**config.mk**
```make
export PLATFORM = sky130hd
export DESIGN_NAME = inst_feeder
export DESIGN_NICKNAME = d
export VERILOG_FILES = /design/src/rtl/inst_feeder_pkg.sv /design/src/rtl/inst_feeder_regn.sv /design/src/rtl/inst_feeder.sv
export SDC_FILE = /design/constraint.sdc
export NUM_CORES = 1
export LEC_CHECK = 0
export ABC_AREA = 1
export BUFFER_PORTS_ARGS = -buffer_cell sky130_fd_sc_hd__buf_2
export CAP_MARGIN = 25
export CORE_UTILIZATION = 40
export CTS_CLUSTER_DIAMETER = 120
export DETAILED_ROUTE_END_ITERATION = 8
export SYNTH_ARGS = -nofsm -noshare
export SYNTH_HDL_FRONTEND = slang
export SYNTH_SLANG_ARGS = --single-unit
export TNS_END_PERCENT = 5
```
**constraint.sdc**
```tcl
create_clock -name Clock -period 1.87 [get_ports Clock]
set_input_delay 0.187 -clock Clock [delete_from_list [all_inputs] [get_ports Clock]]
set_output_delay 0.187 -clock Clock [all_outputs]
set_load 0.05 [all_outputs]
```
**src/rtl/inst_feeder_pkg.sv**
```systemverilog
// Shared definitions for the instruction feeder, the processor it drives and the bench.
package inst_feeder_pkg;

  // Feeder FSM state encoding.
  typedef enum logic [2:0] {
    S_IDLE  = 3'd0,
    S_FETCH = 3'd1,
    S_LOAD  = 3'd2,
    S_ISSUE = 3'd3,
    S_WAIT  = 3'd4,
    S_FIN   = 3'd5
  } state_t;

  // Processor opcodes, found in instruction bits [15:13].
  localparam logic [2:0] OP_MV  = 3'b000;
  localparam logic [2:0] OP_MVT = 3'b001;
  localparam logic [2:0] OP_ADD = 3'b010;
  localparam logic [2:0] OP_SUB = 3'b011;

  // mv/mvt finish in T1; add/sub need the full T0..T3 sequence.
  function automatic logic is_two_step(input logic [2:0] op);
    return (op == OP_MV) || (op == OP_MVT);
  endfunction

endpackage

```
**src/rtl/inst_feeder_regn.sv**
```systemverilog
// Enable-gated n-bit register with synchronous active-low clear.
module regn #(
  parameter int n = 16
) (
  input  logic         clock,
  input  logic         resetn,
  input  logic         en,
  input  logic [n-1:0] d,
  output logic [n-1:0] q
);

  // Load d when enabled, otherwise hold; reset clears to zero.
  always_ff @(posedge clock) begin
    if (!resetn)
      q <= '0;
    else if (en)
      q <= d;
  end

endmodule

```
**src/rtl/inst_feeder.sv**
```systemverilog
// Instruction feeder: reads words from a synchronous ROM and issues them to the
// multicycle processor one at a time, waiting for Done between issues.
//
// state | meaning
// IDLE  | waiting for Go
// FETCH | MemAddr = Pc presented to the ROM
// LOAD  | ROM word valid on MemQ, captured into DIN
// ISSUE | Run high for one cycle, processor takes DIN
// WAIT  | waiting for Done, bounded by TIMEOUT cycles
// FIN   | one-cycle Finished pulse, then back to IDLE
module inst_feeder
  import inst_feeder_pkg::*;
#(
  parameter int ADDR_W  = 5,
  parameter int DATA_W  = 16,
  parameter int TIMEOUT = 8
) (
  input  logic              Clock,
  input  logic              Resetn,
  input  logic              Go,
  input  logic [ADDR_W:0]   Len,
  output logic [ADDR_W-1:0] MemAddr,
  input  logic [DATA_W-1:0] MemQ,
  output logic [DATA_W-1:0] DIN,
  output logic              Run,
  input  logic              Done,
  output logic              Busy,
  output logic              Finished,
  output logic              Error
);

  localparam int WCNT_W = (TIMEOUT > 1) ? $clog2(TIMEOUT) : 1;
  localparam logic [WCNT_W-1:0] WAIT_LAST = WCNT_W'(TIMEOUT - 1);

  state_t              state;
  state_t              state_nxt;
  logic [ADDR_W-1:0]   pc;
  logic [ADDR_W:0]     issued;
  logic [ADDR_W:0]     issued_inc;
  logic [ADDR_W:0]     len_q;
  logic [WCNT_W-1:0]   wait_cnt;
  logic                error_q;
  logic                din_en;

  assign issued_inc = issued + 1'b1;
  assign MemAddr    = pc;
  assign Error      = error_q;

  // State register.
  always_ff @(posedge Clock) begin
    if (!Resetn)
      state <= S_IDLE;
    else
      state <= state_nxt;
  end

  // Next-state and Moore outputs.
  always_comb begin
    state_nxt = state;
    Run       = 1'b0;
    Busy      = 1'b1;
    Finished  = 1'b0;
    din_en    = 1'b0;
    case (state)
      S_IDLE: begin
        Busy = 1'b0;
        if (Go)
          state_nxt = (Len == '0) ? S_FIN : S_FETCH;
      end
      S_FETCH: state_nxt = S_LOAD;
      S_LOAD: begin
        din_en    = 1'b1;
        state_nxt = S_ISSUE;
      end
      S_ISSUE: begin
        Run       = 1'b1;
        state_nxt = S_WAIT;
      end
      S_WAIT: begin
        if (Done)
          state_nxt = (issued_inc == len_q) ? S_FIN : S_FETCH;
        else if (wait_cnt == WAIT_LAST)
          state_nxt = S_FIN;
      end
      S_FIN: begin
        Finished  = 1'b1;
        state_nxt = S_IDLE;
      end
      default: state_nxt = S_IDLE;
    endcase
  end

  // Program counter, issue count, Done watchdog and sticky error.
  always_ff @(posedge Clock) begin
    if (!Resetn) begin
      pc       <= '0;
      issued   <= '0;
      len_q    <= '0;
      wait_cnt <= '0;
      error_q  <= 1'b0;
    end else begin
      case (state)
        S_IDLE: begin
          if (Go) begin
            len_q   <= Len;
            pc      <= '0;
            issued  <= '0;
            error_q <= 1'b0;
          end
        end
        S_ISSUE: wait_cnt <= '0;
        S_WAIT: begin
          if (Done) begin
            pc       <= pc + 1'b1;
            issued   <= issued_inc;
            wait_cnt <= '0;
          end else if (wait_cnt == WAIT_LAST) begin
            error_q <= 1'b1;
          end else begin
            wait_cnt <= wait_cnt + 1'b1;
          end
        end
        default: ;
      endcase
    end
  end

  // DIN holds the issued word from LOAD until the next LOAD.
  regn #(.n(DATA_W)) u_din (
    .clock  (Clock),
    .resetn (Resetn),
    .en     (din_en),
    .d      (MemQ),
    .q      (DIN)
  );

endmodule

```
## After elaboration in Yosys (flattened, before gate mapping)

Cells that the tools add are included.

| word-level totals | value |
|---|---|
| output and inout port bits | 25 |
| register bits | 40 |
| input bits | 26 |

| operators by class | value |
|---|---|
| muxes and demuxes | 23 |
| reductions and logical operators | 9 |
| equality and inequality tests | 13 |
| $add $sub $neg | 3 |

Operators with widths:

| operator | number |
|---|---|
| $mux W3 | 7 |
| $pmux W3 S5 | 1 |
| $mux W6 | 2 |
| $pmux W6 S2 | 1 |
| $mux W5 | 2 |
| $pmux W5 S2 | 1 |
| $eq A3 B3 Y1 const B | 3 |
| $ne A2 B2 Y1 const B | 4 |
| $mux W1 | 7 |
| $add A6 B1 Y6 const B | 1 |
| $eq A3 B2 Y1 const B | 2 |
| $eq A6 B6 Y1 | 1 |
| $logic_not A6 Y1 | 1 |
| $ne A3 B3 Y1 const B | 2 |
| $pmux W3 S2 | 1 |
| $reduce_and A2 Y1 | 3 |
| $add A5 B1 Y5 const B | 1 |
| $reduce_and A4 Y1 | 1 |
| $reduce_bool A2 Y1 | 2 |
| $add A3 B1 Y3 const B | 1 |
| $eq A3 B1 Y1 const B | 1 |
| $logic_not A3 Y1 | 1 |
| $reduce_and A3 Y1 | 1 |
| $pmux W1 S2 | 1 |

## Longest topological paths before layout

| depth | value |
|---|---|
| depth after elaboration | 5 |
| depth in mapped cells | 11 |

## Hierarchy

From an unflattened synthesis, not the netlist that was laid out.

| second synthesis, totals | value |
|---|---|
| cell total of the unflattened synthesis | 282 |
| area, all modules | 1951.9 µm² |

Modules (own cells, without submodules):

| module | cells each | seq. area each (µm²) | instances | area each (µm²) |
|---|---|---|---|---|
| inst_feeder | 181 | 480.5 | 1 | 1277.5 |
| regn | 101 | 320.3 | 1 | 674.4 |

## Least setup slack after synthesis

No wires, ideal clock.

| path | value |
|---|---|
| path kind | reg-to-reg |
| start | register state[0] |
| end | register wait_cnt[1] |
| arrival | 1.608 ns |
| buffers on the path | 0 |
| clock period less this slack | 1.725 ns |
| path slack | 0.145 ns |
| stages on the path, launching flop included | 8 |
| required time | 1.753 ns |
| setup time | 0.117 ns |
| cells stage by stage | dfxtp_1 nand2_1 nor2_1 inv_1 nand2_1 inv_1 a21oi_1 nor2_1 |

| on the way | value |
|---|---|
| cells in the longest elaborated chain, start to end | 3 |
| elaborated cells on any way between the ends | 6 |

RTL lines:

| element | line | text |
|---|---|---|
| from (decl) | inst_feeder.sv:35 | `state_t state;` |
| from (signal assigned) | inst_feeder.sv:54 | `state <= state_nxt;` |
| $eq A3 B3 Y1 / $eq A3 B2 Y1 (equally long branches) | inst_feeder.sv:102 | `case (state)` |
| $ne A3 B3 Y1 (no source line) / $reduce_bool A2 Y1 (equally long branches) | n/a |  |
| $reduce_and A2 Y1 (no source line) | n/a |  |
| to (signal assigned) | inst_feeder.sv:120 | `wait_cnt <= wait_cnt + 1'b1;` |
| to (decl) | inst_feeder.sv:41 | `logic [WCNT_W-1:0] wait_cnt;` |

Parallel ways exist; a longest one is shown, timed or not.
A chain may end at the register's enable or synchronous reset.

## Worst setup path in the final report

| path | value |
|---|---|
| start | register state[2] |
| end | register pc[4] (netlist: MemAddr[4]) |

| on the way | value |
|---|---|
| cells in the longest elaborated chain, start to end | 3 |
| elaborated cells on any way between the ends | 7 |

RTL lines:

| element | line | text |
|---|---|---|
| $eq A3 B3 Y1 / $logic_not A3 Y1 (equally long branches) | inst_feeder.sv:102 |  |
| $ne A2 B2 Y1 (no source line) / $reduce_bool A2 Y1 (equally long branches) | n/a |  |
| $reduce_and A3 Y1 (no source line) | n/a |  |
| to (signal assigned) | inst_feeder.sv:114 | `pc <= pc + 1'b1;` |
| to (decl) | inst_feeder.sv:37 | `logic [ADDR_W-1:0] pc;` |

Parallel ways exist; a longest one is shown, timed or not.

==> results.yml <==
outcome:
  status: "complete, no violations"
power:
  p_leak_uw: 0.00106
  pwr-share-clk_pct: 34.2
  combinational_fraction_of_design_power_pct: 22.5
  irDropWorstVdd_mv: 0.576
  internal-power_uw: 1540
  power.switching_fraction_pct: 31.4
  p_sw_uw: 705
  p_per_area_mw_per_mm2: 1030
  power.share.sequential_pct: 43.4
floorplanning:
  core.rowCount: 23
  io_pins: 51
  floorplan.initialDensity_pct: 42.6
  fp.dieH_um: 68.0
  floorplan.die_area_mm2: 0.00462
  core-area_mm2: 0.00409
  die_w_um: 68.0
drt:
  totalWireLength_um: 3850
  detail_route.vias_per_cell: 4.80
  detailedRoute.firstIterationViolations: 89
  detail_route.drc_violations: 0
  post_drt_wl_per_cell_um: 11.2
  routed-via-count: 1657
  drt_pass1_iterations: 4
  drtAntennaViolNets: 0
clock_network:
  cts.repair.resized: 0
  clock-sinks: 40
  post_cts_buffers: 0
  clk_pin_slew_worst_paths_ns: 0.07
  worst_skew_pair.late_latency_ns: 0.29
  htreeDepth: 2
  clockRootBuffer: "sky130_fd_sc_hd__clkbuf_8"
  postCtsHoldBufs: 0
  cts-root-to-sink-buffers: 2
  numCtsBuffers: 5
  clock_tree_from_tritoncts: "built"
min_path:
  worst_min_path_start: "MemQ[13]"
  hold_class: "primary input to flip-flop"
  min_delay_path_depth: 3
  worst_hold_endpoint: "u_din.q[13]"
global_route:
  grt_start_max_net_pins: 18
  grt_util_all_layers_pct: 18.3
  antenna_found_initial: 0
  grt_pass1_vias: 1468
  grt_first_pass_wirelength_um: 6240
  globalRouteOverflowTotal: 0
place:
  dpl-instance-area_mm2: 0.00205
  hpwlAfterDp_um: 2800
  port-buffer-count: 50
  gp_congestion: 0.825
logic_synthesis:
  synth_flop_cell: "sky130_fd_sc_hd__dfxtp_1"
  ys_warn_count: 0
  synth.distinct_cells: 27
  synth.top_cell.area_share_pct: 46.0
  yosys_register_bits: 40
  synth.cell_area_mm2: 0.00174
  synth.yosys.seq_area_share_pct: 46.0
  synth_edf_count: 0
  synth_area_leaders: "sky130_fd_sc_hd__dfxtp_1 46%, sky130_fd_sc_hd__nor2_1 9.7%, sky130_fd_sc_hd__nand2_1 8.4%"
  syn-instance-count: 241
  async_flop_share_pct: 0
  yosys.area.top_type: "sky130_fd_sc_hd__dfxtp_1"
  average_size_of_a_mapped_cell_um2: 7.23
  syn_nets: 271
  synth.cells.most_frequent: "45 x sky130_fd_sc_hd__nor2_1, 40 x sky130_fd_sc_hd__dfxtp_1, 39 x sky130_fd_sc_hd__nand2_1"
  synth_most_common_cell: "sky130_fd_sc_hd__nor2_1"
timing:
  clock-skew-final_ns: 0.00576
  finalWorstPathRequiredPeriod_ns: 1.51
  finalHoldViolCount: 0
  fmax_mhz: 661
  finalMaxSlewViolations: 0
  worst-slew-pin-transition_ns: 0.470
  rsz0062_at_grt: "no"
  min_period_over_period_pct: 80.9
  worst_slew_margin_rel_pct: 68.6
  setup_tns_ns: 0
  report.final.setup_viol: 0
  timing.hold.ws_ns: 0.117
setup_path:
  crit_path_start_kind: "flip-flop"
  ff2ff_path_depth: 9
  cp_data_required_time_ns: 2.06
  worst-path-buf-inv: 1
  critPathTopFamily: "simple AND/OR/NAND/NOR gates"
  worst_ep_arrival_time_ns: 1.70
  worstPathCellList: "inv_2 -> nor2_4 -> nand2_1 -> nand2_2 -> nand2_2 -> nor2_2 -> nand3_1 -> nand2_1 -> a21oi_1"
  worst_path_max_delay_cell: "sky130_fd_sc_hd__dfxtp_1"
  worst-path-max-fanout: 8
  cpPeakStageDelay_ns: 0.42
  timing_worst_setup_path_type: "flip-flop to flip-flop"
  endpoint_of_the_most_critical_register_to_register_path: "MemAddr[4]"
  regToRegSetupSlack_ns: 0.36
  endpoint_kind: "flip-flop"
  rr_startpoint: "state[2]"
run:
  cap_violations: 0
finish:
  nets: 324
  post_route_cells_drive_above_1_share_pct: 25.1
  syn_to_final_growth_pct: 24.9
  final.fill_count: 408
  postLayoutCellArea_mm2: 0.00218
  n_antenna_cell: 0
placed cells by master (no fill, tap or decap), drive strengths merged:
| cell type | instances |
|---|---|
| a211oi | 1 |
| a21oi | 20 |
| buf | 53 |
| bufinv | 1 |
| clkbuf | 7 |
| dfxtp | 40 |
| ha | 4 |
| inv | 26 |
| nand2 | 42 |
| nand3 | 9 |
| nand4 | 1 |
| nor2 | 47 |
| nor3 | 5 |
| nor4 | 1 |
| o211a | 1 |
| o211ai | 1 |
| o21ai | 29 |
| or2 | 2 |
| xnor2 | 2 |
| xor2 | 3 |
sequential cells by signal (all words and copies together), names as in the netlist:
register / flops
len_q: 6
issued: 6
state: 3
MemAddr: 5
u_din.q: 16
wait_cnt: 3
Error: 1
worst reg2reg max path, delay by kind of cell (launching register included):
kind	cells	cell delay [ns]
flip-flops	1	0.42
buffers and inverters	1	0.09
AND/OR/NAND/NOR	7	0.87
AO/OA/AOI/OAI	1	0.04
power by group through the flow:
stage / Combinational [uW] / Clock [uW] / Sequential (uW)
finish: 505 / 767 / 974
global route: 558 / 818 / 983
CTS: 510 / 787 / 973
detailed placement: 510 / 0 / 991
global placement: 506 / 0 / 992
floorplan: 232 / 0 / 1130
how the worst max path moves through the flow:
stage / start / to / slack [ns] / cells after the start
final: state[2] / MemAddr[4] / 0.36 / 9
after global routing: state[0] / state[2] / 0.21 / 10
after CTS: state[2] / MemAddr[4] / 0.37 / 9
after detailed placement: state[2] / MemAddr[4] / 0.38 / 9
after global placement: state[2] / state[2] / 0.38 / 9
after floorplan: state[0] / wait_cnt[1] / 0.14 / 7
final cells by class:
| cell class | count | area [um^2] | share of cell area (%) |
|---|---|---|---|
| inverters | 26 | 97.6 | 4.49 |
| repair buffers | 53 | 273 | 12.5 |
| clock buffers | 7 | 96.3 | 4.43 |
| flip-flops and latches | 40 | 801 | 36.8 |
| clock inverters | 1 | 30.0 | 1.38 |
| multi-input cells | 168 | 816 | 37.5 |
| well taps | 50 | 62.6 | 2.88 |
cells by family after synthesis:
family	synth area share [%]
AND/OR/NAND/NOR	25.9
AO/OA/AOI/OAI	15.5
flip-flops	46.0
buffers and inverters	7.18
adder cells (fa/ha/maj)	2.87
XOR/XNOR	2.51
stage by stage:
| stage | cells | total power, uW | setup WS [ns] | util [%] |
|---|---|---|---|---|
| after global routing | 345 | 2360 | 0.207 | 53.2 |
| after CTS | 345 | 2270 | 0.365 | 53.2 |
| after floorplan | 241 | 1370 | 0.145 | - |
| final | 345 | 2240 | 0.357 | 53.2 |
| after detailed placement | 337 | 1500 | 0.379 | 50.2 |
| after global placement | 337 | 1500 | 0.378 | 50.2 |
layer usage:
layer | global-route usage [%] | up-vias | share of wire [%]
met5 | 0 | - | 0
met4 | 6.25 | 0 | 0.96
met3 | 5.50 | 4 | 4.7
met2 | 29.9 | 40 | 46
met1 | 22.7 | 733 | 48
li1 | - | 880 | -
No activity file was read; power rests on OpenSTA's default activity.
